**config.mk**
```make
export PLATFORM = sky130hd
export DESIGN_NAME = cla_accumulator_flat
export DESIGN_NICKNAME = d
export VERILOG_FILES = /design/src/rtl/cla_accumulator_if.sv /design/src/rtl/cla_accumulator.sv /design/src/flat_wrapper.sv
export SDC_FILE = /design/constraint.sdc
export NUM_CORES = 1
export LEC_CHECK = 0
export CAP_MARGIN = 5
export CELL_PAD_IN_SITES_DETAIL_PLACEMENT = 0
export CELL_PAD_IN_SITES_GLOBAL_PLACEMENT = 1
export CORE_MARGIN = 8
export CORE_UTILIZATION = 36
export CTS_CLUSTER_DIAMETER = 80
export DETAILED_ROUTE_END_ITERATION = 10
export PLACE_DENSITY_LB_ADDON = 0.1
export SETUP_SLACK_MARGIN = 0.3
export SYNTH_ARGS = -nofsm -noshare
export SYNTH_HDL_FRONTEND = slang
export SYNTH_SLANG_ARGS = --single-unit
```
**constraint.sdc**
```tcl
create_clock -name i_clk -period 3.9 [get_ports i_clk]
set_input_delay 0.585 -clock i_clk [delete_from_list [all_inputs] [get_ports i_clk]]
set_output_delay 0.585 -clock i_clk [all_outputs]
set_load 0.005 [all_outputs]
```
**src/rtl/cla_accumulator_if.sv**
```systemverilog
// Sample-in / total-out handshake bundle for cla_accumulator.
// master = upstream/downstream side, slave = accumulator side.
interface cla_accumulator_if #(
  parameter int WIDTH = 3,
  parameter int ACC_W = 5
);
  logic             i_valid;
  logic             o_ready;
  logic [WIDTH-1:0] i_data;
  logic             i_clear;
  logic             o_valid;
  logic             i_ready;
  logic [ACC_W-1:0] o_sum;
  logic             o_overflow;

  modport master (
    output i_valid, i_data, i_clear, i_ready,
    input  o_ready, o_valid, o_sum, o_overflow
  );

  modport slave (
    input  i_valid, i_data, i_clear, i_ready,
    output o_ready, o_valid, o_sum, o_overflow
  );
endinterface

```
**src/rtl/cla_accumulator.sv**
```systemverilog
// Burst accumulator: sums COUNT unsigned samples through a carry-lookahead
// adder and hands the wrapped total plus a sticky carry flag downstream.

// Flat carry-lookahead adder; o_result[WIDTH] is the carry-out.
module carry_lookahead_adder #(
  parameter int WIDTH = 5
) (
  input  logic [WIDTH-1:0] i_add1,
  input  logic [WIDTH-1:0] i_add2,
  output logic [WIDTH:0]   o_result
);
  logic [WIDTH-1:0] gen, prp;
  logic [WIDTH:0]   carry;

  assign gen = i_add1 & i_add2;
  assign prp = i_add1 ^ i_add2;

  // AND of propagate bits lo..hi inclusive.
  function automatic logic span_and(input logic [WIDTH-1:0] v, input int lo, input int hi);
    logic r;
    r = 1'b1;
    for (int k = 0; k < WIDTH; k++)
      if (k >= lo && k <= hi) r &= v[k];
    return r;
  endfunction

  // Each carry expanded as a sum of generate terms, no rippling through lower carries.
  always_comb begin
    carry = '0;
    for (int i = 0; i < WIDTH; i++) begin
      carry[i+1] = gen[i];
      for (int j = 0; j < i; j++)
        carry[i+1] = carry[i+1] | (gen[j] & span_and(prp, j + 1, i));
    end
  end

  assign o_result = {carry[WIDTH], prp ^ carry[WIDTH-1:0]};
endmodule

module cla_accumulator #(
  parameter int WIDTH = 3,
  parameter int COUNT = 4,
  parameter int ACC_W = 5
) (
  input  logic               i_clk,
  input  logic               i_rst_n,
  cla_accumulator_if.slave   bus
);
  localparam int CNT_W = $clog2(COUNT);
  localparam logic [CNT_W-1:0] CNT_LAST = CNT_W'(COUNT - 1);

  localparam logic [0:0] ACCUM = 1'b0;
  localparam logic [0:0] HOLD  = 1'b1;

  logic [ACC_W-1:0] acc_q, acc_d;
  logic [CNT_W-1:0] cnt_q, cnt_d;
  logic             ovf_q, ovf_d;
  logic [0:0]       state_q, state_d;
  logic [ACC_W:0]   add_res;

  // The adder output feeds acc_d directly; nothing sits between them.
  carry_lookahead_adder #(.WIDTH(ACC_W)) u_adder (
    .i_add1   (acc_q),
    .i_add2   (ACC_W'(bus.i_data)),
    .o_result (add_res)
  );

  // Next-state: clear beats everything, then accept in ACCUM / take in HOLD.
  always_comb begin
    acc_d   = acc_q;
    cnt_d   = cnt_q;
    ovf_d   = ovf_q;
    state_d = state_q;
    if (bus.i_clear) begin
      acc_d   = '0;
      cnt_d   = '0;
      ovf_d   = 1'b0;
      state_d = ACCUM;
    end else if (state_q == ACCUM) begin
      if (bus.i_valid) begin
        acc_d = add_res[ACC_W-1:0];
        ovf_d = ovf_q | add_res[ACC_W];
        if (cnt_q == CNT_LAST) begin
          cnt_d   = '0;
          state_d = HOLD;
        end else begin
          cnt_d = cnt_q + 1'b1;
        end
      end
    end else if (bus.i_ready) begin
      acc_d   = '0;
      ovf_d   = 1'b0;
      state_d = ACCUM;
    end
  end

  // State register, asynchronously cleared.
  always_ff @(posedge i_clk or negedge i_rst_n) begin
    if (!i_rst_n) begin
      acc_q   <= '0;
      cnt_q   <= '0;
      ovf_q   <= 1'b0;
      state_q <= ACCUM;
    end else begin
      acc_q   <= acc_d;
      cnt_q   <= cnt_d;
      ovf_q   <= ovf_d;
      state_q <= state_d;
    end
  end

  // Handshake depends on state only; totals come straight from the flops.
  assign bus.o_ready    = (state_q == ACCUM);
  assign bus.o_valid    = (state_q == HOLD);
  assign bus.o_sum      = acc_q;
  assign bus.o_overflow = ovf_q;
endmodule

```
**src/flat_wrapper.sv**
```systemverilog
// flat-port wrapper written by rule: the top's interface ports become plain ports
module cla_accumulator_flat 
#(
  parameter int WIDTH = 3,
  parameter int COUNT = 4,
  parameter int ACC_W = 5
)
  (i_clk, i_rst_n, bus_i_valid, bus_i_data, bus_i_clear, bus_i_ready, bus_o_ready, bus_o_valid, bus_o_sum, bus_o_overflow);
  cla_accumulator_if #(.WIDTH(WIDTH), .ACC_W(ACC_W)) bus_i ();
  input  logic i_clk;
  input  logic i_rst_n;
  input wire logic [$bits(bus_i.i_valid)-1:0] bus_i_valid;
  input wire logic [$bits(bus_i.i_data)-1:0] bus_i_data;
  input wire logic [$bits(bus_i.i_clear)-1:0] bus_i_clear;
  input wire logic [$bits(bus_i.i_ready)-1:0] bus_i_ready;
  output wire logic [$bits(bus_i.o_ready)-1:0] bus_o_ready;
  output wire logic [$bits(bus_i.o_valid)-1:0] bus_o_valid;
  output wire logic [$bits(bus_i.o_sum)-1:0] bus_o_sum;
  output wire logic [$bits(bus_i.o_overflow)-1:0] bus_o_overflow;
  assign bus_i.i_valid = bus_i_valid;
  assign bus_i.i_data = bus_i_data;
  assign bus_i.i_clear = bus_i_clear;
  assign bus_i.i_ready = bus_i_ready;
  assign bus_o_ready = bus_i.o_ready;
  assign bus_o_valid = bus_i.o_valid;
  assign bus_o_sum = bus_i.o_sum;
  assign bus_o_overflow = bus_i.o_overflow;
  cla_accumulator #(.WIDTH(WIDTH), .COUNT(COUNT), .ACC_W(ACC_W)) u_core (.i_clk(i_clk), .i_rst_n(i_rst_n), .bus(bus_i));
endmodule
```
==> results of run 1 <==
-- final cells by class --
cell class | count | area share (%)
inverters | 1 | 0.519
flip-flops and latches | 9 | 31.1
multi-input cells | 40 | 41.2
repair buffers | 15 | 20.8
well taps | 16 | 2.77
clock buffers | 4 | 3.63
-- state kept, by name, indices dropped and copies added (netlist names) --
| signal | cells |
|---|---|
| u_core.bus.o_overflow | 1 |
| u_core.bus.o_sum | 5 |
| u_core.bus.o_valid | 1 |
| u_core.cnt_q | 2 |
-- metal layers --
metal	vias up	track usage [%]	share of wire (%)
met3	0	5.98	8.8
met1	188	9.89	44
met2	10	13.8	47
li1	219	-	-
met4	0	1.23	0
met5	-	0	0
-- cell families after synthesis --
kind of cell	after synthesis	synth area share, %
adder cells (fa/ha/maj)	5	13.0
AND/OR/NAND/NOR	18	19.5
flip-flops	9	41.9
buffers and inverters	2	2.79
multiplexers	3	6.05
XOR/XNOR	1	1.63
AO/OA/AOI/OAI	13	15.1
-- per-stage QoR --
stage / instances / instance area (um2) / total power (W) / hold slack, ns / worst slack [ns]
final: 85 / 723 / 0.000225 / 0.496 / 1.92
after global routing: 85 / 723 / 0.000245 / 0.541 / 1.83
after CTS: 85 / 723 / 0.000231 / 0.491 / 1.92
after detailed placement: 81 / 697 / 0.000159 / 0.479 / 1.66
after global placement: 81 / 697 / 0.000159 / 0.481 / 1.65
after floorplan: 51 / 538 / 0.000133 / 0.289 / 2.16
-- critical path: stages --
cell             delay (ns)
clkdlybuf4s50_1        0.46
ha_1                   0.19
fa_1                   0.42
mux2_2                 0.27
a22oi_1                0.14
nor2_1                 0.05
-- power groups by stage --
stage	combinational [W]	sequential, W	clock (W)
after floorplan	0.0000271	0.000106	0
after global placement	0.0000521	0.000107	0
after detailed placement	0.0000518	0.000107	0
after CTS	0.0000522	0.000105	0.0000732
after global routing	0.0000583	0.000106	0.0000805
final	0.0000510	0.000105	0.0000692
-- worst paths after layout --
check / startpoint / end / slack (ns) / depth (start not counted)
worst max-delay path: bus_i_data[0] / u_core.bus.o_sum[1] / 1.92 / 6
worst min-delay path: u_core.bus.o_overflow / u_core.bus.o_overflow / 0.50 / 2
worst max register to register: u_core.bus.o_sum[0] / u_core.bus.o_sum[1] / 2.24 / 5
worst min register to register: u_core.bus.o_overflow / u_core.bus.o_overflow / 0.50 / 2
max in group asynchronous: i_rst_n / u_core.cnt_q[0] / 2.97 / 1
min in group asynchronous: i_rst_n / u_core.bus.o_sum[2] / 0.63 / 1
-- Yosys cell counts, drive strengths merged, types with 2 or more instances --
master,number
dfrtp,9
a21oi,6
nand2,5
nor2,5
ha,4
a22oi,2
mux2,2
nand2b,2
nor2b,2
==> results.sh, run 1 <==
export IMPL_outcome="finished clean"
export IMPL_synth_area_leaders="dfrtp_1 (42%), ha_1 (9.3%), a21oi_1 (5.6%)"
export IMPL_nets=83
export IMPL_grt_overflow_total=0
export IMPL_ys_types=24
export IMPL_multi_input_area_um2=298
export IMPL_powerDensity_nw_per_um2=312
export IMPL_worstSetupPathType="input port to flip-flop"
export IMPL_via_per_inst=4.91
export IMPL_clockBufferDepth=2
export IMPL_rows=14
export IMPL_drt_initial_drc_count=5
export IMPL_grt_max_degree=11
export IMPL_antenna_found_initial=0
export IMPL_fin_crit_ns=1.98
export IMPL_p_sw_w=0.0000576
export IMPL_crit_path_end_kind="flip-flop"
export IMPL_cts_buffers=3
export IMPL_cts_setup_buffers=0
export IMPL_die_width_um=54.7
export IMPL_core_area_um2=1450
export IMPL_seq_area_frac_synth_pct=41.9
export IMPL_setup_violations=0
export IMPL_synth_nets=64
export IMPL_p_clk_share_pct=30.7
export IMPL_dr_pass1_iters=2
export IMPL_hp_class="flip-flop to flip-flop"
export IMPL_ios=16
export IMPL_hold_viol=0
export IMPL_track_usage_pct=8.78
export IMPL_fillers=151
export IMPL_internal_power_w=0.000168
export IMPL_ctsRootBufferMaster="clkbuf_4"
export IMPL_cts_sinks=9
export IMPL_start_util_pct=37.0
export IMPL_yosysWarnings=0
export IMPL_tightest_slew_ns=0.421
export IMPL_gp_congestion=0.685
export IMPL_setup_tns_ns=0
export IMPL_grt_pass1_vias=419
export IMPL_start_kind="input port"
export IMPL_leakage_nw=0.324
export IMPL_pwr_share_comb_pct=22.6
export IMPL_mostFrequentLayoutCells="clkdlybuf4s50_1 (15), dfrtp_1 (9), a21oi_1 (6)"
export IMPL_max_freq_mhz=506
export IMPL_synth_top_area_share_pct=41.9
export IMPL_drcViolationCount=0
export IMPL_ir_worst_vdd_mv=0.189
export IMPL_via_count=417
export IMPL_utilization_pct=49.7
export IMPL_skew_ns=0.00156
export IMPL_synth_edff_count=0
export IMPL_ant_nets=0
export IMPL_cts_htree_levels=1
export IMPL_period_share_pct=50.7
export IMPL_port_buffers=15
export IMPL_yosysTopAreaCell="dfrtp_1"
export IMPL_ctsHoldBuffers=0
export IMPL_fp_dieArea_um2=2990
export IMPL_seqPwrFrac_pct=46.7
export IMPL_clk_pin_slew_worst_paths_ns=0.06
export IMPL_required_ns=4.04
export IMPL_seq_area_um2=225
export IMPL_postSynthAreaPerCell_um2=10.5
export IMPL_relSlewSlack_pct=71.8
export IMPL_ys_ff_latch=9
export IMPL_die_height_um=54.7
export IMPL_grt_pass1_wl_um=1890
export IMPL_syn_instance_count=51
export IMPL_clk_latency_ns=0.25
export IMPL_drv_cap=0
export IMPL_yosys_most_used_dff="dfrtp_1"
export IMPL_worstPathArrival_ns=2.11
export IMPL_finalWirelength_um=1100
export IMPL_worstPathMaxFanout=2
export IMPL_slew_violations=0
export IMPL_syn_area_um2=538
export IMPL_post_cts_resize_count=0
export IMPL_final_common_cell="clkdlybuf4s50_1"
export IMPL_diodes=0
export IMPL_routedWlPerCell_um=13.0
export IMPL_syn2layout_area_growth_pct=34.4
export IMPL_rsz0062_at_grt="false"
export IMPL_async_flop_share_pct=100
export IMPL_post_dp_hpwl_um=892
export IMPL_tritoncts="yes"
export IMPL_drive_above_1_share_pct=10.1
export IMPL_switching_share_pct=25.5
Note: power is estimated with default switching activity, not from simulation.
==> inputs of run 2 (changes only) <==
- CORE_UTILIZATION: 36 -> 30
- clock period: 3.9 -> 1.7 ns (I/O delays scaled with it)
==> results.sh, run 2 (synthesis gave the netlist of run 1 again) <==
export IMPL_seqPwrFrac_pct=40.2
export IMPL_drcViolationCount=0
export IMPL_powerDensity_nw_per_um2=649
export IMPL_via_per_inst=4.59
export IMPL_crit_chain="ha_4 -> a211oi_4 -> or4b_4 -> mux2i_1"
export IMPL_drt_initial_drc_count=8
export IMPL_worst_path_largest_cell_delay_ns=0.52
export IMPL_drive_above_1_share_pct=41.9
export IMPL_ios=16
export IMPL_antenna_found_initial=0
export IMPL_skew_ns=0.00402
export IMPL_slowest_stage="or4b_4"
export IMPL_cts_sinks=9
export IMPL_grt_overflow_total=0
export IMPL_diodes=0
export IMPL_mostFrequentLayoutCells="buf_4 (16), dfrtp_1 (8), clkdlybuf4s50_1 (7)"
export IMPL_hold_slack_ns=0.300
export IMPL_cts_buffers=3
export IMPL_core_area_um2=1710
export IMPL_rsz0062_at_grt="true"
export IMPL_setup_tns_ns=0
export IMPL_p_clk_share_pct=28.1
export IMPL_required_ns=1.85
export IMPL_clk_latency_ns=0.26
export IMPL_grtUsageMet3_pct=5.22
export IMPL_pwr_share_comb_pct=31.6
export IMPL_critical_path_top_delay_family="simple AND/OR/NAND/NOR gates"
export IMPL_slew_violations=0
export IMPL_hold_viol=0
export IMPL_tightest_slew_ns=0.439
export IMPL_clockBufferDepth=2
export IMPL_ctsRootBufferMaster="clkbuf_4"
export IMPL_ir_worst_vdd_mv=0.453
export IMPL_largest_register_ffs=5
export IMPL_rows=15
export IMPL_leakage_nw=0.450
export IMPL_worst_path_buf_inv=0
export IMPL_grt_max_degree=10
export IMPL_syn2layout_area_growth_pct=71.4
export IMPL_setup_violations=0
export IMPL_finalWirelength_um=1440
export IMPL_gp_congestion=0.714
export IMPL_grt_util_met1_pct=11.4
export IMPL_grt_busiest_layer="met2"
export IMPL_internal_power_w=0.000432
export IMPL_grt_pass1_wl_um=2420
export IMPL_p_sw_w=0.000167
export IMPL_die_width_um=58.4
export IMPL_met2_usage_pct=14.3
export IMPL_dr_pass1_iters=2
export IMPL_nets=100
export IMPL_max_freq_mhz=635
export IMPL_fillers=160
export IMPL_track_usage_pct=9.32
export IMPL_start_kind="flip-flop"
export IMPL_tritoncts="yes"
export IMPL_start_util_pct=31.5
export IMPL_worstPathArrival_ns=1.72
export IMPL_drv_cap=0
export IMPL_post_dp_hpwl_um=1020
export IMPL_hp_class="input port to async pin"
export IMPL_fp_dieArea_um2=3400
export IMPL_period_share_pct=92.6
export IMPL_ant_nets=0
export IMPL_switching_share_pct=27.8
export IMPL_utilization_pct=54.0
export IMPL_outcome="finished clean"
export IMPL_fin_crit_ns=1.57
export IMPL_final_common_cell="buf_4"
export IMPL_routedWlPerCell_um=12.9
export IMPL_die_height_um=58.4
export IMPL_worstPathMaxFanout=4
export IMPL_via_count=510
export IMPL_clk_pin_slew_worst_paths_ns=0.06
export IMPL_crit_path_end_kind="flip-flop"
export IMPL_worstSetupPathType="flip-flop to flip-flop"
export IMPL_grt_pass1_vias=533
export IMPL_cts_htree_levels=1
export IMPL_relSlewSlack_pct=70.6
export IMPL_port_buffers=15
[run 2: cell count changes in the layout (fill, tap and decap cells not counted), sizes merged]
| cell | delta |
|---|---|
| buf | +17 |
| clkdlybuf4s15 | +1 |
| clkbuf | +1 |
| dlymetal6s2s | +1 |
| clkdlybuf4s50 | -8 |
| dlygate4sd2 | +5 |
[run 2: final timing paths]
check / end / cells past startpoint / start / slack (ns)
worst max-delay path: u_core.bus.o_sum[4] / 4 / u_core.bus.o_sum[1] / 0.13
worst min-delay path: u_core.bus.o_sum[0] / 1 / i_rst_n / 0.30
worst max register to register: u_core.bus.o_sum[4] / 4 / u_core.bus.o_sum[1] / 0.13
worst min register to register: u_core.bus.o_overflow / 2 / u_core.bus.o_overflow / 0.49
max in group asynchronous: u_core.bus.o_sum[1] / 1 / i_rst_n / 1.07
min in group i_clk: u_core.bus.o_overflow / 2 / u_core.bus.o_overflow / 0.49
[run 2: worst reg2reg max path: stages (launching register included)]
cell	delay [ns]
dfrtp_2	0.45
ha_4	0.29
a211oi_4	0.06
or4b_4	0.52
mux2i_1	0.13
[run 2: power groups by stage]
stage / clock network [W] / registers [W] / logic, W
3_5_place_dp: 0 / 0.000245 / 0.000139
5_1_grt: 0.000187 / 0.000243 / 0.000208
6_report: 0.000169 / 0.000241 / 0.000189
2_1_floorplan: 0 / 0.000243 / 0.0000625
4_1_cts: 0.000176 / 0.000240 / 0.000171
3_3_place_gp: 0 / 0.000244 / 0.000138
[run 2: repair_timing]
| action | 4_1_cts | 5_1_grt |
|---|---|---|
| hold buffers | 0 | 0 |
| buffers inserted | 7 | 3 |
| pin swaps | 12 | 11 |
| resized for setup | 16 | 9 |
| endpoints found under the setup margin | 11 | 9 |
| gates cloned | 0 | 0 |
[run 2: area by class of cell]
cell class                 instances  area, um2  share of cell area [%]
multi-input combinational         40        362                    39.2
timing repair buffer              32        273                    29.6
sequential                         9        226                    24.6
tap                               25       31.3                    3.39
clock buffer                       4       26.3                    2.85
inverter                           1       3.75                   0.407
[run 2: per-layer routing]
layer,part of all wire (%),vias to the layer above
met1,48,247
met3,6.6,0
li1,-,252
met5,0,-
met4,0,0
met2,45,11
[run 2: per-stage QoR]
step / setup slack (ns) / std cells / power [W] / cell area (um2)
after global routing: 0.0487 / 111 / 0.000638 / 922
after CTS: 0.100 / 108 / 0.000588 / 872
after floorplan: 0.150 / 51 / 0.000306 / 541
final: 0.126 / 111 / 0.000599 / 922
after global placement: -0.167 / 97 / 0.000382 / 763
after detailed placement: -0.200 / 97 / 0.000383 / 763
